===== src/rtl/multicycle_ctrl_if.sv =====
// Control bundle between the multicycle controller and its datapath/memory.
// master = controller side, slave = datapath side.
interface multicycle_ctrl_if;
  logic [5:0] opcode;
  logic       mem_ready;
  logic       pc_write;
  logic       pc_write_cond;
  logic       ir_write;
  logic       reg_write;
  logic       mem_read;
  logic       mem_write;
  logic       i_or_d;
  logic       mem_to_reg;
  logic       reg_dst;
  logic       alu_src_a;
  logic [1:0] alu_src_b;
  logic [1:0] alu_op;
  logic [1:0] pc_src;
  logic       illegal_op;
  logic [3:0] state;

  modport master (
    input  opcode, mem_ready,
    output pc_write, pc_write_cond, ir_write, reg_write,
           mem_read, mem_write, i_or_d, mem_to_reg, reg_dst,
           alu_src_a, alu_src_b, alu_op, pc_src, illegal_op, state
  );

  modport slave (
    output opcode, mem_ready,
    input  pc_write, pc_write_cond, ir_write, reg_write,
           mem_read, mem_write, i_or_d, mem_to_reg, reg_dst,
           alu_src_a, alu_src_b, alu_op, pc_src, illegal_op, state
  );
endinterface


===== src/rtl/multicycle_ctrl.sv =====
// Moore-style main control FSM for a multicycle MIPS subset
// (lw, sw, R-type, beq, addi, j) with memory wait-state handshake.
module multicycle_ctrl (
  input  logic                 clk,
  input  logic                 reset,
  multicycle_ctrl_if.master    bus
);

  localparam logic [3:0] FETCH   = 4'd0;
  localparam logic [3:0] DECODE  = 4'd1;
  localparam logic [3:0] MEMADR  = 4'd2;
  localparam logic [3:0] MEMRD   = 4'd3;
  localparam logic [3:0] MEMWB   = 4'd4;
  localparam logic [3:0] MEMWR   = 4'd5;
  localparam logic [3:0] EXEC    = 4'd6;
  localparam logic [3:0] ALUWB   = 4'd7;
  localparam logic [3:0] BRANCH  = 4'd8;
  localparam logic [3:0] ADDIEX  = 4'd9;
  localparam logic [3:0] ADDIWB  = 4'd10;
  localparam logic [3:0] JUMP    = 4'd11;
  localparam logic [3:0] ILLEGAL = 4'd12;

  localparam logic [5:0] OP_LW    = 6'b100011;
  localparam logic [5:0] OP_SW    = 6'b101011;
  localparam logic [5:0] OP_RTYPE = 6'b000000;
  localparam logic [5:0] OP_BEQ   = 6'b000100;
  localparam logic [5:0] OP_ADDI  = 6'b001000;
  localparam logic [5:0] OP_J     = 6'b000010;

  logic [3:0] state_q;
  logic [3:0] state_d;

  logic       pc_write;
  logic       pc_write_cond;
  logic       ir_write;
  logic       reg_write;
  logic       mem_read;
  logic       mem_write;
  logic       i_or_d;
  logic       mem_to_reg;
  logic       reg_dst;
  logic       alu_src_a;
  logic [1:0] alu_src_b;
  logic [1:0] alu_op;
  logic [1:0] pc_src;
  logic       illegal_op;

  logic [16:0] ctrl_raw;
  logic [16:0] ctrl;

  always_ff @(posedge clk or negedge reset) begin
    if (!reset) state_q <= FETCH;
    else        state_q <= state_d;
  end

  always_comb begin
    state_d = FETCH;
    case (state_q)
      FETCH:   state_d = bus.mem_ready ? DECODE : FETCH;
      DECODE: begin
        case (bus.opcode)
          OP_LW, OP_SW: state_d = MEMADR;
          OP_RTYPE:     state_d = EXEC;
          OP_BEQ:       state_d = BRANCH;
          OP_ADDI:      state_d = ADDIEX;
          OP_J:         state_d = JUMP;
          default:      state_d = ILLEGAL;
        endcase
      end
      MEMADR:  state_d = (bus.opcode == OP_LW) ? MEMRD : MEMWR;
      MEMRD:   state_d = bus.mem_ready ? MEMWB : MEMRD;
      MEMWR:   state_d = bus.mem_ready ? FETCH : MEMWR;
      EXEC:    state_d = ALUWB;
      ADDIEX:  state_d = ADDIWB;
      default: state_d = FETCH;
    endcase
  end

  always_comb begin
    pc_write      = 1'b0;
    pc_write_cond = 1'b0;
    ir_write      = 1'b0;
    reg_write     = 1'b0;
    mem_read      = 1'b0;
    mem_write     = 1'b0;
    i_or_d        = 1'b0;
    mem_to_reg    = 1'b0;
    reg_dst       = 1'b0;
    alu_src_a     = 1'b0;
    alu_src_b     = 2'b00;
    alu_op        = 2'b00;
    pc_src        = 2'b00;
    illegal_op    = 1'b0;
    case (state_q)
      FETCH: begin
        mem_read  = 1'b1;
        alu_src_b = 2'b01;
        ir_write  = bus.mem_ready;
        pc_write  = bus.mem_ready;
      end
      DECODE:  alu_src_b = 2'b11;
      MEMADR, ADDIEX: begin
        alu_src_a = 1'b1;
        alu_src_b = 2'b10;
      end
      MEMRD: begin
        mem_read = 1'b1;
        i_or_d   = 1'b1;
      end
      MEMWB: begin
        reg_write  = 1'b1;
        mem_to_reg = 1'b1;
      end
      MEMWR: begin
        mem_write = 1'b1;
        i_or_d    = 1'b1;
      end
      EXEC: begin
        alu_src_a = 1'b1;
        alu_op    = 2'b10;
      end
      ALUWB: begin
        reg_write = 1'b1;
        reg_dst   = 1'b1;
      end
      BRANCH: begin
        alu_src_a     = 1'b1;
        alu_op        = 2'b01;
        pc_src        = 2'b01;
        pc_write_cond = 1'b1;
      end
      ADDIWB:  reg_write = 1'b1;
      JUMP: begin
        pc_write = 1'b1;
        pc_src   = 2'b10;
      end
      ILLEGAL: illegal_op = 1'b1;
      default: ;
    endcase
  end

  // Reset gates the outputs directly so FETCH's strobes stay low while reset is held.
  assign ctrl_raw = {pc_write, pc_write_cond, ir_write, reg_write,
                     mem_read, mem_write, i_or_d, mem_to_reg, reg_dst,
                     alu_src_a, alu_src_b, alu_op, pc_src, illegal_op};
  assign ctrl     = reset ? ctrl_raw : '0;

  assign {bus.pc_write, bus.pc_write_cond, bus.ir_write, bus.reg_write,
          bus.mem_read, bus.mem_write, bus.i_or_d, bus.mem_to_reg, bus.reg_dst,
          bus.alu_src_a, bus.alu_src_b, bus.alu_op, bus.pc_src,
          bus.illegal_op} = ctrl;
  assign bus.state = state_q;

endmodule


===== src/flat_wrapper.sv =====
// flat-port wrapper written by rule: the top's interface ports become plain ports
module multicycle_ctrl_flat 
  (clk, reset, bus_opcode, bus_mem_ready, bus_pc_write, bus_pc_write_cond, bus_ir_write, bus_reg_write, bus_mem_read, bus_mem_write, bus_i_or_d, bus_mem_to_reg, bus_reg_dst, bus_alu_src_a, bus_alu_src_b, bus_alu_op, bus_pc_src, bus_illegal_op, bus_state);
  multicycle_ctrl_if bus_i ();
  input  logic clk;
  input  logic reset;
  input wire logic [$bits(bus_i.opcode)-1:0] bus_opcode;
  input wire logic [$bits(bus_i.mem_ready)-1:0] bus_mem_ready;
  output wire logic [$bits(bus_i.pc_write)-1:0] bus_pc_write;
  output wire logic [$bits(bus_i.pc_write_cond)-1:0] bus_pc_write_cond;
  output wire logic [$bits(bus_i.ir_write)-1:0] bus_ir_write;
  output wire logic [$bits(bus_i.reg_write)-1:0] bus_reg_write;
  output wire logic [$bits(bus_i.mem_read)-1:0] bus_mem_read;
  output wire logic [$bits(bus_i.mem_write)-1:0] bus_mem_write;
  output wire logic [$bits(bus_i.i_or_d)-1:0] bus_i_or_d;
  output wire logic [$bits(bus_i.mem_to_reg)-1:0] bus_mem_to_reg;
  output wire logic [$bits(bus_i.reg_dst)-1:0] bus_reg_dst;
  output wire logic [$bits(bus_i.alu_src_a)-1:0] bus_alu_src_a;
  output wire logic [$bits(bus_i.alu_src_b)-1:0] bus_alu_src_b;
  output wire logic [$bits(bus_i.alu_op)-1:0] bus_alu_op;
  output wire logic [$bits(bus_i.pc_src)-1:0] bus_pc_src;
  output wire logic [$bits(bus_i.illegal_op)-1:0] bus_illegal_op;
  output wire logic [$bits(bus_i.state)-1:0] bus_state;
  assign bus_i.opcode = bus_opcode;
  assign bus_i.mem_ready = bus_mem_ready;
  assign bus_pc_write = bus_i.pc_write;
  assign bus_pc_write_cond = bus_i.pc_write_cond;
  assign bus_ir_write = bus_i.ir_write;
  assign bus_reg_write = bus_i.reg_write;
  assign bus_mem_read = bus_i.mem_read;
  assign bus_mem_write = bus_i.mem_write;
  assign bus_i_or_d = bus_i.i_or_d;
  assign bus_mem_to_reg = bus_i.mem_to_reg;
  assign bus_reg_dst = bus_i.reg_dst;
  assign bus_alu_src_a = bus_i.alu_src_a;
  assign bus_alu_src_b = bus_i.alu_src_b;
  assign bus_alu_op = bus_i.alu_op;
  assign bus_pc_src = bus_i.pc_src;
  assign bus_illegal_op = bus_i.illegal_op;
  assign bus_state = bus_i.state;
  multicycle_ctrl u_core (.clk(clk), .reset(reset), .bus(bus_i));
endmodule

===== config.mk =====
export PLATFORM = sky130hd
export DESIGN_NAME = multicycle_ctrl_flat
export DESIGN_NICKNAME = d
export VERILOG_FILES = /design/src/rtl/multicycle_ctrl_if.sv /design/src/rtl/multicycle_ctrl.sv /design/src/flat_wrapper.sv
export SDC_FILE = /design/constraint.sdc
export NUM_CORES = 1
export LEC_CHECK = 0
export ABC_AREA = 1
export CORE_MARGIN = 5
export CORE_UTILIZATION = 38
export CTS_CLUSTER_DIAMETER = 30
export CTS_CLUSTER_SIZE = 16
export DETAILED_ROUTE_END_ITERATION = 10
export GPL_ROUTABILITY_DRIVEN = 0
export GPL_TIMING_DRIVEN = 1
export PLACE_DENSITY = 0.9
export SLEW_MARGIN = 10
export SYNTH_ARGS = -nofsm -noshare
export SYNTH_HDL_FRONTEND = slang
export SYNTH_SLANG_ARGS = --single-unit
export TNS_END_PERCENT = 1

===== constraint.sdc =====
create_clock -name clk -period 1.55 [get_ports clk]
set_clock_uncertainty 0.15 [all_clocks]
set_input_delay 0.155 -clock clk [delete_from_list [all_inputs] [get_ports clk]]
set_output_delay 0.155 -clock clk [all_outputs]
set_load 0.02 [all_outputs]

; Word-level counts from Yosys, hierarchy flattened
; Cells that the tools add are included.
[classes]
muxes = 21
n_reduce_logical = 8
eq_ne = 17
[ops]
columns = op, count
row1 = 4-bit case mux with 7 select lines, 1
row2 = "4-bit equality test, second input constant", 5
row3 = 4-bit case mux with 5 select lines, 1
row4 = 17-bit 2-to-1 mux, 1
row5 = "4-bit by 3-bit equality test with 1-bit output, second input constant", 4
row6 = "6-bit equality test, second input constant", 2
row7 = 1-bit 2-to-1 mux, 11
row8 = 3-bit 2-to-1 mux, 3
row9 = "4-bit by 2-bit equality test with 1-bit output, second input constant", 2
row10 = 2-bit case mux with 2 select lines, 2
row11 = 2-bit OR reduction, 4
row12 = "6-bit by 2-bit equality test with 1-bit output, second input constant", 1
row13 = "6-bit by 3-bit equality test with 1-bit output, second input constant", 1
row14 = "6-bit by 4-bit equality test with 1-bit output, second input constant", 1
row15 = 6-bit zero test, 1
row16 = 2-bit case mux with 3 select lines, 1
row17 = "4-bit by 1-bit equality test with 1-bit output, second input constant", 1
row18 = 4-bit zero test, 1
row19 = 4-bit OR reduction, 1
row20 = 3-bit OR reduction, 1
row21 = 1-bit case mux with 2 select lines, 1
[word_totals]
wordCells = 47
regBits = 4
inputBits = 9

; Longest topological paths before layout
[logic_depth]
depth_word = 4
mapped_depth = 9

; Least setup slack after synthesis
; OpenSTA, ideal clock, no wires.
[synth_path]
path_type = reg2out
start = register u_core.state_q[0] (netlist: u_core.bus.state[0])
end = output port bus_illegal_op
required_ns = 1.245
arrival_ns = 1.430
path_slack_ns = -0.185
stages_incl_launch_ff = 4
cell_sequence = dfrtp_1 -> nor2_1 -> inv_1 -> nor4_1
[synth_between]
elab_chain_len = 3
[synth_lines]
columns = element, line
row1 = start: declaration, multicycle_ctrl.sv:30  ; logic [3:0] state_q;
row2 = start signal: assignment, multicycle_ctrl.sv:53  ; else state_q <= state_d;
row3 = 4-bit equality test, multicycle_ctrl.sv:94  ; case (state_q)
row4 = 1-bit 2-to-1 mux, multicycle_ctrl.sv:94
row5 = 17-bit 2-to-1 mux, multicycle_ctrl.sv:146  ; assign ctrl = reset ? ctrl_raw : '0;
row6 = end: declaration, flat_wrapper.sv:22  ; output wire logic [$bits(bus_i.illegal_op)-1:0] bus_illegal_op;
; Every way passes these cells.

; Worst setup path after layout
[layout_path]
start = register u_core.state_q[2] (netlist: u_core.bus.state[2])
end = output port bus_alu_src_a
[layout_between]
elab_chain_len = 4
word_cells_on_any_way = 7
[layout_lines]
columns = element, line
row1 = 4-bit equality test (tied with other cells), multicycle_ctrl.sv:94
row2 = 4-bit OR reduction (no source line) *, n/a
row3 = 1-bit 2-to-1 mux *, multicycle_ctrl.sv:94
row4 = 17-bit 2-to-1 mux *, multicycle_ctrl.sv:146
row5 = end: declaration, flat_wrapper.sv:18  ; output wire logic [$bits(bus_i.alu_src_a)-1:0] bus_alu_src_a;
; Mark *: on every way between the ends. The rest lies on a longest branch, timed or not.

==> impl_metrics.toml <==
[timing]
fin_setup_tns_ns = -1.40
fin_crit_sh_pct = 111
fin_ws_ns = -0.168
slew_viol_final = 0
rsz0062_at_grt = "true"
clock.fmax_ghz = 0.582
hold_violations = 0
setup_viol = 16
max-slew-margin-rel_pct = 79.9
tightest_slew_ns = 0.302
fin_crit_ns = 1.72

[critical_path]
critPathKind = "flop to output pin"
endpoint_kind = "output pin"
critPathSlowestCell = "dfrtp_2"
crit_top_cell = "nand2_2"
worstPathArrival_ns = 1.41
regToRegEndpoint = "u_core.bus.state[1]"
cp_data_required_time_ns = 1.24
reg2reg_depth = 9
critical_path.cell_chain = "inv_4, nand2_2, inv_2, nand2_2, a31oi_1, buf_4"
reg2reg_setup_slack_ns = 0.03
critPathMaxFanout = 4
critPathLaunchType = "flop"
reg2reg_from = "u_core.bus.state[1]"
slowest_delay_ns = 0.45

[routing]
drt_iter0_markers = 17
drt_wl_total_um = 2420
drt_first_pass_iters = 4
ant_nets = 0
wl_per_cell_um = 14.4
drc = 0
vias = 862
viasPerCell = 5.13

[floorplan]
num_io_pins = 30
std_cell_rows = 13
start_util_pct = 41.3
chipWidth_um = 48.3
dieArea_um2 = 2330
chipHeight_um = 48.3
core-area_um2 = 1350

[pwr]
p_seq_share_pct = 15.0
p_int_w = 0.000837
power_frac_clock_pct = 7.7
ir_drop_mv = 1.13
p_leak_nw = 0.592
switching_share_pct = 52.9
p_sw_w = 0.000941
p_comb_share_pct = 77.3
powerDensity_nw_per_um2 = 1610

[layout]
stdcell_count = 168
mostFrequentLayoutCell = "buf_4"
nNetsFinal = 164
fin_util_pct = 81.8
layout_common_cells = "buf_4, nor2_1, nand2_1"
largest_reg_flops = 4
diodes = 0
area_growth_pct = 98.0
drive_gt1_share_pct = 55.6

[clock_network]
cts_tree = "yes"
ctsRootBufferMaster = "clkbuf_4"
ctsHoldBuffers = 0
cts_buffers = 3
clkTransAtPathRegs_ns = 0.04
cts_htree_levels = 1
clock_path_buffers = 2
cts_sinks = 4
clock_latency_ns = 0.24

[flow_run]
maxCapViolCount = 0

[synthesis]
ys_types = 24
ys_seq_area_share_pct = 17.9
yosysWarningCount = 0
yosys.area.top_type = "dfrtp_1"
postSynthAreaPerCell_um2 = 5.53
synth_area_leaders = "dfrtp_1, nor2_1, nand2_1"
synth_seq_cells = 4
synthCells = 101
syn_area_um2 = 558
syn_nets = 110
yosysTopAreaCellShare_pct = 17.9

[placed_design]
hpwlAfterDp_um = 1700
dp.cells = 162
portBuffers = 29

[grt]
globalRoute.totalOverflow = 0
grt_max_degree = 12
grt_pass1_wl_um = 3610
grt_pass1_vias = 835
grt_antenna_before_repair = 0
grt_util_all_layers_pct = 18.7

[hold_path]
hold_path.class = "input pin to async pin"

[run_status]
outcome = "finished, violations left"
failed_checks = "setup timing"
## power groups by stage
stage          Combinational (W)  Sequential (W)  Clock, W
2_1_floorplan           0.000534        0.000276         0
3_3_place_gp             0.00117        0.000213         0
3_5_place_dp             0.00123        0.000215         0
4_1_cts                  0.00123        0.000248  0.000136
5_1_grt                  0.00147        0.000275  0.000153
6_report                 0.00137        0.000266  0.000137
## worst max-delay path by stage
stage,to,slack [ns],startpoint,depth (start not counted)
floorplan,bus_pc_src[0],-0.14,u_core.bus.state[2],6
global placement,bus_alu_src_a,-0.41,reset,5
detailed placement,bus_alu_src_a,-0.45,reset,5
CTS,bus_reg_write,-0.12,u_core.bus.state[0],6
global route,bus_reg_write,-0.21,u_core.bus.state[0],6
finish,bus_alu_src_a,-0.17,u_core.bus.state[2],6
## cells in the mapped netlist, drive strengths merged
cell    number
inv         22
o21ai        5
nor3         3
a21oi        4
clkbuf       1
a31oi        1
nand3        6
o211ai       1
nand2       24
nor2        24
nor4         1
a22oi        1
a211oi       2
dfrtp        4
buf          1
nand3b       1
## metal layers
layer | wire length, µm | vias up | global-route usage (%)
met2 | 1280 | 36 | 38.5
met4 | 76 | 0 | 9.22
met1 | 896 | 395 | 14.9
li1 | - | 421 | -
met5 | 0 | - | 0
met3 | 159 | 10 | 5.81
## stage by stage
step	hold slack, ns	instance area (µm²)	worst slack [ns]	total power [W]
6_report	0.0529	1100	-0.168	0.00178
5_1_grt	0.0677	1100	-0.213	0.00189
4_1_cts	0.0512	1030	-0.122	0.00162
3_5_place_dp	0.304	1020	-0.448	0.00144
3_3_place_gp	0.302	1020	-0.413	0.00138
2_1_floorplan	-0.291	564	-0.140	0.000810
## cell families (layout without fill, tap and decap cells)
logic type,Yosys count,count (layout),share of synthesized area [%]
DFF,4,4,17.9
buffers and inverters,24,76,16.8
AOI/OAI and AO/OA,14,14,16.1
and+or+nand+nor,59,59,49.1
## layout make-up
type,count,area (µm²)
clock buffer,3,22.5
inverter,22,87.6
fill,79,245
sequential,4,105
tap,15,18.8
multi-input combinational,73,439
timing repair buffer,51,432
## worst max-delay path: cells and delay by family, from the launching register on
family	cells	cell delay, ns
flops	1	0.45
compound gates	1	0.18
simple gates	2	0.16
buf+inv	3	0.37
## repair_timing
item,in CTS,in global routing
gates resized for setup,107,19
setup buffers,1,2
setup endpoints to repair,21,18
pin swaps,2,8
Note: power is estimated with default switching activity, not from simulation.
